`src/rtl/reaction_timer_ctrl.sv`:
```
// Multi-player reaction timer: prescaled tick, LFSR fore-period, per-player latched times, winner and timeout.
// Optional macro REACT_FALSE_START_EN: stop edges during WAIT are recorded as false starts.
module reaction_timer_ctrl #(
    parameter int NUM_PLAYERS   = 2,
    parameter int TICK_DIV      = 50000,
    parameter int CNT_W         = 14,
    parameter int DELAY_MIN     = 1000,
    parameter int DELAY_RANGE_W = 11,
    localparam int WIN_W        = (NUM_PLAYERS > 1) ? $clog2(NUM_PLAYERS) : 1
) (
    input  logic                         clock,
    input  logic                         reset,
    input  logic                         start,
    input  logic [NUM_PLAYERS-1:0]       stop,
    output logic                         led,
    output logic                         busy,
    output logic                         done,
    output logic [NUM_PLAYERS-1:0]       hit,
    output logic [NUM_PLAYERS-1:0]       false_start,
    output logic [NUM_PLAYERS*CNT_W-1:0] times,
    output logic [WIN_W-1:0]             winner,
    output logic                         winner_valid,
    output logic                         timeout
);
    localparam int PRE_W = (TICK_DIV > 1) ? $clog2(TICK_DIV) : 1;
    localparam int DLY_W = $clog2(DELAY_MIN + (1 << DELAY_RANGE_W) + 1);
    localparam logic [PRE_W-1:0] PRE_LAST = PRE_W'(TICK_DIV - 1);
    localparam logic [CNT_W-1:0] CNT_MAX  = {CNT_W{1'b1}};
    localparam logic [DLY_W-1:0] DLY_BASE = DLY_W'(DELAY_MIN);

    typedef enum logic [1:0] {
        S_IDLE  = 2'd0,
        S_WAIT  = 2'd1,
        S_ARMED = 2'd2,
        S_DONE  = 2'd3
    } state_t;

    state_t                   state_r;
    state_t                   next_state_s;
    logic                     start_q_r;
    logic [NUM_PLAYERS-1:0]   stop_q_r;
    logic [15:0]              lfsr_r;
    logic [PRE_W-1:0]         presc_r;
    logic [DLY_W-1:0]         delay_r;
    logic [CNT_W-1:0]         elapsed_r;
    logic                     start_edge_s;
    logic                     tick_s;
    logic                     sat_s;
    logic                     load_s;
    logic                     timeout_s;
    logic [NUM_PLAYERS-1:0]   stop_edge_s;
    logic [NUM_PLAYERS-1:0]   fs_edge_s;
    logic [NUM_PLAYERS-1:0]   arm_edge_s;
    logic [WIN_W-1:0]         first_idx_s;

    assign start_edge_s = start & ~start_q_r;
    assign stop_edge_s  = stop & ~stop_q_r;
    assign tick_s       = (presc_r == PRE_LAST);
    // The tick that brings elapsed to all-ones is the timeout event
    assign sat_s        = tick_s && (elapsed_r == (CNT_MAX - CNT_W'(1)));

    // Qualify stop edges by state and pick the lowest-index new hit
    always_comb begin
        arm_edge_s  = '0;
        fs_edge_s   = '0;
        first_idx_s = '0;
        if (state_r == S_ARMED) begin
            arm_edge_s = stop_edge_s & ~hit;
        end else begin
            arm_edge_s = '0;
        end
`ifdef REACT_FALSE_START_EN
        if (state_r == S_WAIT) begin
            fs_edge_s = stop_edge_s & ~hit;
        end else begin
            fs_edge_s = '0;
        end
`endif
        for (int i = NUM_PLAYERS - 1; i >= 0; i--) begin
            first_idx_s = arm_edge_s[i] ? WIN_W'(i) : first_idx_s;
        end
    end

    // Next-state decision
    always_comb begin
        next_state_s = state_r;
        load_s       = 1'b0;
        timeout_s    = 1'b0;
        case (state_r)
            S_IDLE, S_DONE: begin
                if (start_edge_s) begin
                    next_state_s = S_WAIT;
                    load_s       = 1'b1;
                end else begin
                    next_state_s = state_r;
                end
            end
            S_WAIT: begin
                if (&(hit | fs_edge_s)) begin
                    next_state_s = S_DONE;
                end else if (tick_s && (delay_r <= DLY_W'(1))) begin
                    next_state_s = S_ARMED;
                end else begin
                    next_state_s = S_WAIT;
                end
            end
            S_ARMED: begin
                if (&(hit | arm_edge_s)) begin
                    next_state_s = S_DONE;
                end else if (sat_s) begin
                    next_state_s = S_DONE;
                    timeout_s    = 1'b1;
                end else begin
                    next_state_s = S_ARMED;
                end
            end
            default: next_state_s = S_IDLE;
        endcase
    end

    // State register
    always_ff @(posedge clock or posedge reset) begin
        if (reset) begin
            state_r <= S_IDLE;
        end else begin
            state_r <= next_state_s;
        end
    end

    // Input history, LFSR, timebase and status outputs
    always_ff @(posedge clock or posedge reset) begin
        if (reset) begin
            start_q_r <= 1'b0;
            stop_q_r  <= '0;
            lfsr_r    <= 16'hACE1;
            presc_r   <= '0;
            led       <= 1'b0;
            busy      <= 1'b0;
            done      <= 1'b0;
        end else begin
            start_q_r <= start;
            stop_q_r  <= stop;
            lfsr_r    <= {lfsr_r[14:0], lfsr_r[15] ^ lfsr_r[13] ^ lfsr_r[12] ^ lfsr_r[10]};
            if ((next_state_s != state_r) || tick_s) begin
                presc_r <= '0;
            end else begin
                presc_r <= presc_r + PRE_W'(1);
            end
            led  <= (next_state_s == S_ARMED);
            busy <= (next_state_s == S_WAIT) || (next_state_s == S_ARMED);
            done <= (next_state_s == S_DONE);
        end
    end

    // Fore-period, elapsed counter and per-player results
    always_ff @(posedge clock or posedge reset) begin
        if (reset) begin
            delay_r      <= '0;
            elapsed_r    <= '0;
            hit          <= '0;
            false_start  <= '0;
            times        <= '0;
            winner       <= '0;
            winner_valid <= 1'b0;
            timeout      <= 1'b0;
        end else if (load_s) begin
            delay_r      <= DLY_BASE + DLY_W'(lfsr_r[DELAY_RANGE_W-1:0]);
            elapsed_r    <= '0;
            hit          <= '0;
            false_start  <= '0;
            times        <= '0;
            winner       <= '0;
            winner_valid <= 1'b0;
            timeout      <= 1'b0;
        end else begin
            if ((state_r == S_WAIT) && tick_s && (delay_r != '0)) begin
                delay_r <= delay_r - DLY_W'(1);
            end
            if ((state_r == S_ARMED) && tick_s && (elapsed_r != CNT_MAX)) begin
                elapsed_r <= elapsed_r + CNT_W'(1);
            end
            hit         <= hit | fs_edge_s | arm_edge_s;
            false_start <= false_start | fs_edge_s;
            for (int i = 0; i < NUM_PLAYERS; i++) begin
                if (fs_edge_s[i]) begin
                    times[i*CNT_W +: CNT_W] <= CNT_MAX;
                end else if (arm_edge_s[i]) begin
                    times[i*CNT_W +: CNT_W] <= elapsed_r;
                end
            end
            if (!winner_valid && (|arm_edge_s)) begin
                winner       <= first_idx_s;
                winner_valid <= 1'b1;
            end
            if (timeout_s) begin
                timeout <= 1'b1;
            end
        end
    end
endmodule

```
`config.mk`:
```
export PLATFORM = sky130hd
export DESIGN_NAME = reaction_timer_ctrl
export DESIGN_NICKNAME = d
export VERILOG_FILES = /design/src/rtl/reaction_timer_ctrl.sv
export SDC_FILE = /design/constraint.sdc
export NUM_CORES = 1
export LEC_CHECK = 0
export ABC_AREA = 1
export CAP_MARGIN = 20
export CELL_PAD_IN_SITES_DETAIL_PLACEMENT = 0
export CELL_PAD_IN_SITES_GLOBAL_PLACEMENT = 1
export CORE_MARGIN = 2
export CORE_UTILIZATION = 40
export DETAILED_ROUTE_END_ITERATION = 16
export PLACE_DENSITY_LB_ADDON = 0.1
export SLEW_MARGIN = 20
export SYNTH_ARGS = -nofsm -noshare
export SYNTH_HDL_FRONTEND = slang
export SYNTH_SLANG_ARGS = --single-unit
```
`constraint.sdc`:
```
create_clock -name clock -period 2.9 [get_ports clock]
set_input_delay 0.435 -clock clock [delete_from_list [all_inputs] [get_ports clock]]
set_output_delay 0.435 -clock clock [all_outputs]
set_load 0.03 [all_outputs]
```
==> flow_summary_export.csv, run 1 <==
group,metric,value,unit
global_route,grt_pass1_wl,18300,um
final_layout,areaGrowthSynthToFinish,18.3,%
final_layout,nets,611,
pwr,p_clk_share,48.8,%
critical_path,reg2reg_slack,0.52,ns
critical_path,critPathMostFrequentCell,"nand2_1",
run,maxCapViolCount,0,
synthesis,yosys.area.top_type,"dfrtp_1",
pwr,sw_frac_of_total,20.7,%
sta,hold_viol,0,
critical_path,rr_endpoint,"presc_r[2]",
die,chipHeight,114,um
synthesis,yosysWarnings,0,
placed_design,port_buffers,40,
die,ios,43,
synthesis,synth-edff-count,0,
synthesis,async_reset_ff_share,100,%
critical_path,end_kind,"register",
sta,worst_pin_slew,0.825,ns
routing,route.vias.total,3775,
clock_network,ctsHoldBuffers,0,
global_route,grt-ovfl-total,0,
critical_path,critPathLaunch,"state_r[0]",
critical_path,critPathMaxFanout,16,
clock_network,ctsResizeCount,0,
sta,rsz0062_at_grt,"false",
sta,setup_violations,0,
clock_network,cts_root_buf,"clkbuf_16",
global_route,grt_antenna_before_repair,0,
sta,slew_viol_final,0,
pwr,seqPwrFrac,48.7,%
critical_path,critPathMaxStageDelay,0.41,ns
placed_design,dp.final_hpwl,7420,um
critical_path,worstPathCellList,"inv_1 > ha_1 > nand2_1 > o21bai_1 > a21oi_2 > nand2_1 > nand2_1 > nand2_1 > nand2_2 > nor2_1 > nor2_2 > nand2_4 > nor2_1",
clock_network,cts_sinks,99,
sta,tns,0,ns
critical_path,startpoint_type,"register",
synthesis,ys_ff_latch,99,
critical_path,critPathSlowestCell,"dfrtp_1",
die,die_area,13100,um2
placed_design,gp_congestion,0.761,
routing,vias_per_cell,5.05,
final_layout,seq_area,2490,um2
clock_network,cts.clk_slew.worst_paths,0.07,ns
critical_path,crit_arrival,2.60,ns
final_layout,drive_gt1_share,12.8,%
synthesis,synth_top_area_share,46.8,%
die,die_w,114,um
routing,drt_wl_total,10600,um
pwr,leakage,0.00254,uW
critical_path,critical_path_class,"reg -> reg",
routing,antenna_left,0,
final_layout,multi_input_area,2060,um2
worst_hold_path,holdPathStages,0,
global_route,grt_start_max_net_pins,70,
pwr,vdd_drop_max,0.000306,V
sta,fmaxAchievable,0.420,GHz
synthesis,postSynthAreaPerCell,8.72,um2
synthesis,syn-cell-area,4860,um2
final_layout,final.fill_count,1161,
sta,worst_clock_skew,0.00624,ns
synthesis,synth_cell_types,43,
critical_path,cp_top_family,"simple AND/OR/NAND/NOR gates",
clock_network,h-tree-depth,3,
worst_hold_path,min_to,"lfsr_r[15]",
critical_path,cp_data_required_time,3.12,ns
sta,min_period,2.38,ns
sta,slew_headroom,44.9,%
synthesis,synth_ff_type,"dfrtp_1",
critical_path,path_buf_inv,1,
die,core_area,12000,um2
routing,wl_per_cell,14.1,um
critical_path,ff2ff_path_depth,13,
clock_network,worstSkewPairLatency,0.35,ns
clock_network,numCtsBuffers,9,
synthesis,syn_inst,558,
pwr,p_per_area,500,nW/um2
critical_path,timing.rr.start,"state_r[0]",
synthesis,ys_seq_area_share,51.1,%
die,num_rows,40,
routing,post-route-drc-count,0,
routing,drt-initial-drc-count,286,
clock_network,clk_path_buf_depth,2,
pwr,power.switching,596,uW
clock_network,cts_tree,"built",
final_layout,utilization,48.1,%
sta,period_share,82.1,%
pwr,pwr-share-comb,2.5,%
final_layout,diodes,0,
global_route,grt_usage,17.8,%
die,initial_utilization,40.7,%
routing,first_pass_iters,4,
global_route,grt_pass1_vias,3662,
clock_network,postCtsSetupBuffers,0,
synthesis,ys_top_cells_by_area,"dfrtp_1 (47%), nand2_1 (7.4%), nand3_1 (6.3%), o21ai_0 (5.6%), dfstp_2 (4.3%)",
status,outcome,"completed",
pwr,intPower,2280,uW
worst_hold_path,worst_hold_path_type,"reg -> reg",
worst_hold_path,hp-start,"lfsr_r[14]",
## metal layers
metal,global-route usage [%],wire length (um)
met4,5.93,152
met2,27.3,4790
met5,0,0
met3,3.55,245
met1,25.4,5380
## cells in the final DEF, fill, tap and decap left out, drive strengths merged, types with 11 or more instances in the layout
master and instances:
ha 11, nand3 62, nand2 106, dfrtp 91
xor2 11, a21oi 13, o21ai 56, clkdlybuf4s50 40
nor2 68, inv 59
## worst reg2reg max path, delay by kind of cell (launching register included)
| kind | cells | cell delay [ns] |
|---|---|---|
| and+or+nand+nor | 9 | 0.98 |
| buffers and inverters | 1 | 0.09 |
| AOI/OAI and AO/OA | 2 | 0.43 |
| DFF | 1 | 0.41 |
| adders and majority gates | 1 | 0.35 |
## flip-flops by register name (all words and copies together), names as in the netlist
register	cells
times	28
lfsr_r	16
presc_r	16
elapsed_r	14
delay_r	12
hit	2
state_r	2
stop_q_r	2
busy	1
done	1
led	1
start_q_r	1
timeout	1
winner	1
winner_valid	1
## logic make-up after synthesis
group                      share of synthesized area, %
other                                            0.0771
AOI/OAI and AO/OA                                  10.3
DFF                                                51.1
and+or+nand+nor                                    26.1
buffers and inverters                              6.66
adders and majority gates                          2.83
xor gates and xnor gates                           2.88
## power groups by stage
stage | Clock [uW] | Combinational [uW] | Sequential (uW)
final | 1400 | 71.7 | 1400
after global routing | 1500 | 84.4 | 1400
after CTS | 1440 | 74.8 | 1400
after detailed placement | 0 | 74.3 | 1430
after global placement | 0 | 73.1 | 1430
after floorplan | 0 | 50.7 | 1420
## worst max-delay path by stage
| stage | cells after the start | to | slack (ns) |
|---|---|---|---|
| 5_1_grt | 13 | presc_r[3] | 0.31 |
| 3_5_place_dp | 12 | presc_r[2] | 0.47 |
| 3_3_place_gp | 12 | presc_r[2] | 0.54 |
| 2_1_floorplan | 14 | presc_r[12] | 1.03 |
| 4_1_cts | 13 | presc_r[0] | 0.51 |
| 6_report | 13 | presc_r[2] | 0.52 |
## cells in the mapped netlist, types with 4 or more instances
master	count
clkbuf_1	13
nand3_1	61
nand4_1	6
xor2_1	11
nor2_4	12
nand2_1	96
nand2_2	9
dfstp_2	8
nor2_2	10
inv_2	11
xnor2_1	5
inv_1	48
a21oi_1	12
dfrtp_1	91
nor3_1	10
nor2_1	46
ha_1	11
o21ai_0	54
a31oi_1	4
## per-stage QoR
| stage | setup WS, ns | instance area [um2] | hold slack [ns] | power (uW) | cells |
|---|---|---|---|---|---|
| final | 0.518 | 5750 | 0.351 | 2880 | 747 |
| after floorplan | 1.03 | 4870 | 0.333 | 1480 | 559 |
| after global placement | 0.541 | 5400 | 0.339 | 1500 | 731 |
| after global routing | 0.310 | 5750 | 0.364 | 2980 | 747 |
| after CTS | 0.510 | 5750 | 0.357 | 2920 | 747 |
| after detailed placement | 0.467 | 5400 | 0.346 | 1500 | 731 |
## area by class of cell
cell class | count | area share, %
Timing Repair Buffer | 45 | 7.83
Clock inverter | 6 | 1.94
Inverter | 59 | 3.91
Sequential cell | 99 | 43.2
Clock buffer | 10 | 4.15
Tap cell | 147 | 3.20
Multi-Input combinational cell | 381 | 35.7
(Power assumes the default switching activity.)
==> run 2: changes to the inputs <==
==> constraint.sdc (replaced) <==
create_clock -name clock -period 1.95 [get_ports clock]
set_input_delay 0.2925 -clock clock [delete_from_list [all_inputs] [get_ports clock]]
set_output_delay 0.2925 -clock clock [all_outputs]
set_load 0.03 [all_outputs]
==> run 2 against run 1 <==
Net effect: cell area increased by 8.8%; fmax increased by 27%; sequential cell count unchanged; power increased by 40%; non-clock buffer count increased by 41; highest routed layer unchanged; largest power group unchanged; final cell count increased by 5.5%; clock skew increased by 0.00071 ns; setup slack got worse by 0.45 ns; largest cell class unchanged; die area unchanged.
==> flow_summary_export.csv, run 2 (synthesis gave the netlist of run 1 again) <==
group,metric,value,unit
placed_design,gp_congestion,0.792,
final_layout,instances_no_fill,788,
final_layout,final_cell_mix,"dfrtp_1 (91), nand2_1 (86), nand3_1 (57)",
critical_path,cp_data_required_time,2.19,ns
critical_path,critPathSlowestCell,"dfrtp_1",
clock_network,worstSkewPairLatency,0.35,ns
pwr,vdd_drop_max,0.000421,V
die,ios,43,
global_route,grt_usage,18.0,%
final_layout,final_common_cell,"dfrtp_1",
pwr,total_power,4020,uW
die,die_area,13100,um2
final_layout,reg_top3,"times x28, lfsr_r x16, presc_r x16",
clock_network,h-tree-depth,3,
sta,min_period,1.88,ns
global_route,grt_start_max_net_pins,35,
pwr,p_clk_share,45.1,%
clock_network,cts_root_buf,"clkbuf_16",
sta,worst_clock_skew,0.00695,ns
sta,period_share,96.5,%
pwr,sw_frac_of_total,21.8,%
die,num_rows,40,
final_layout,final.fill_count,1146,
global_route,grt_pass1_vias,3753,
critical_path,critical_path_class,"reg -> reg",
critical_path,worstPathCellList,"ha_2 > nand2_2 > nor2_4 > nand2_2 > nor2_4 > nand2_2 > nand2_2 > nand2_2 > nand2_2 > nand2_2 > nor2_2 > nor2_2 > nand2_4 > buf_12 > nor2_1",
routing,drt_wl_total,10900,um
status,outcome,"completed",
routing,wl_per_cell,13.8,um
critical_path,end_kind,"register",
clock_network,cts.clk_slew.worst_paths,0.07,ns
pwr,pwr-share-comb,3.1,%
die,die_w,114,um
die,core_area,12000,um2
die,chipHeight,114,um
sta,slew_viol_final,0,
placed_design,placed_cells,764,
worst_hold_path,worst_hold_path_type,"in -> async",
sta,setup_violations,0,
critical_path,critPathMaxStageDelay,0.35,ns
final_layout,top_register,"times",
pwr,p_per_area,642,nW/um2
pwr,power.switching,874,uW
clock_network,clk_path_buf_depth,2,
global_route,grt_pass1_wl,18400,um
clock_network,numCtsBuffers,9,
global_route,grt_antenna_before_repair,0,
pwr,leakage,0.00278,uW
routing,post-route-drc-count,0,
run,maxCapViolCount,0,
clock_network,cts_tree,"built",
critical_path,crit_arrival,2.12,ns
final_layout,diodes,0,
routing,antenna_left,0,
die,initial_utilization,40.7,%
sta,rsz0062_at_grt,"true",
critical_path,critPathMostFrequentCell,"nand2_2",
sta,hold_viol,0,
routing,drt-initial-drc-count,150,
final_layout,drive_gt1_share,23.9,%
critical_path,startpoint_type,"register",
clock_network,cts_sinks,99,
sta,fmaxAchievable,0.532,GHz
critical_path,cp_top_family,"simple AND/OR/NAND/NOR gates",
pwr,intPower,3140,uW
global_route,grt-ovfl-total,0,
routing,first_pass_iters,4,
final_layout,largest_reg_flops,28,
critical_path,path_buf_inv,1,
final_layout,nets,652,
routing,vias_per_cell,4.88,
pwr,seqPwrFrac,51.8,%
final_layout,areaGrowthSynthToFinish,28.7,%
placed_design,dp.final_hpwl,7840,um
placed_design,port_buffers,40,
critical_path,critPathMaxFanout,8,
routing,route.vias.total,3845,
-- run 2: cell types whose count changed in the layout (fill, tap and decap cells not counted), sizes merged --
cell and change:
bufinv -2, inv -2, clkbuf +2, buf +41, clkinvlp +2
-- run 2: stage by stage --
stage / setup slack, ns / cell area [um2] / hold WS (ns) / utilization (%) / setup TNS [ns]
finish: 0.0689 / 6260 / 0.328 / 52.3 / 0
global route: -0.114 / 6260 / 0.364 / 52.3 / -1.62
CTS: 0.00500 / 6060 / 0.338 / 50.7 / 0
detailed placement: -0.0996 / 5750 / 0.350 / 48.1 / -3.43
global placement: -0.0638 / 5750 / 0.339 / 48.1 / -1.70
floorplan: 0.0758 / 4870 / 0.324 / - / 0
-- run 2: worst reg2reg max path, stage by stage, from the launching register on --
cell     delay, ns
dfrtp_1       0.35
ha_2          0.19
nand2_2       0.07
nor2_4        0.18
nand2_2       0.09
nor2_4        0.12
nand2_2       0.06
nand2_2       0.06
nand2_2       0.06
nand2_2       0.06
nand2_2       0.05
nor2_2        0.11
nor2_2        0.06
nand2_4       0.11
buf_12        0.15
nor2_1        0.05
-- run 2: cell type report --
class | instances | area [um2] | share of cell area (%)
clock buffer | 12 | 246 | 3.94
sequential | 99 | 2490 | 39.7
tap | 147 | 184 | 2.94
timing repair buffer | 86 | 862 | 13.8
inverter | 59 | 230 | 3.68
clock inverter | 4 | 52.6 | 0.839
multi-input combinational | 381 | 2200 | 35.1
-- run 2: worst paths after layout --
path / cells after the start / startpoint / to / slack (ns)
worst max-delay path: 15 / presc_r[1] / presc_r[3] / 0.07
worst max register to register: 15 / presc_r[1] / presc_r[3] / 0.07
min in group clock: 0 / lfsr_r[14] / lfsr_r[15] / 0.37
max in group asynchronous: 3 / reset / lfsr_r[13] / 1.04
worst min register to register: 0 / lfsr_r[14] / lfsr_r[15] / 0.37
worst min-delay path: 2 / reset / elapsed_r[2] / 0.33
-- run 2: power by group through the flow --
stage	logic (uW)	clock network, uW	registers (uW)
3_5_place_dp	126	0	2120
5_1_grt	146	1940	2080
2_1_floorplan	75.5	0	2120
6_report	125	1810	2080
4_1_cts	128	1860	2080
3_3_place_gp	123	0	2120
-- run 2: what timing repair did --
item	CTS	global route
setup buffers	1	7
endpoints found under the setup margin	13	56
hold buffers	0	0
resized for setup	1	47
endpoints found under the hold margin	0	0
pin swaps	1	18
-- run 2: layer usage --
| layer | vias to the layer above | GRT usage [%] | share of wire, % | routed length, um |
|---|---|---|---|---|
| met3 | 14 | 3.71 | 3.0 | 328 |
| met5 | - | 0 | 0 | 0 |
| li1 | 1983 | - | - | - |
| met4 | 0 | 6.26 | 1.6 | 177 |
| met2 | 52 | 27.0 | 44 | 4820 |
| met1 | 1796 | 26.2 | 51 | 5580 |
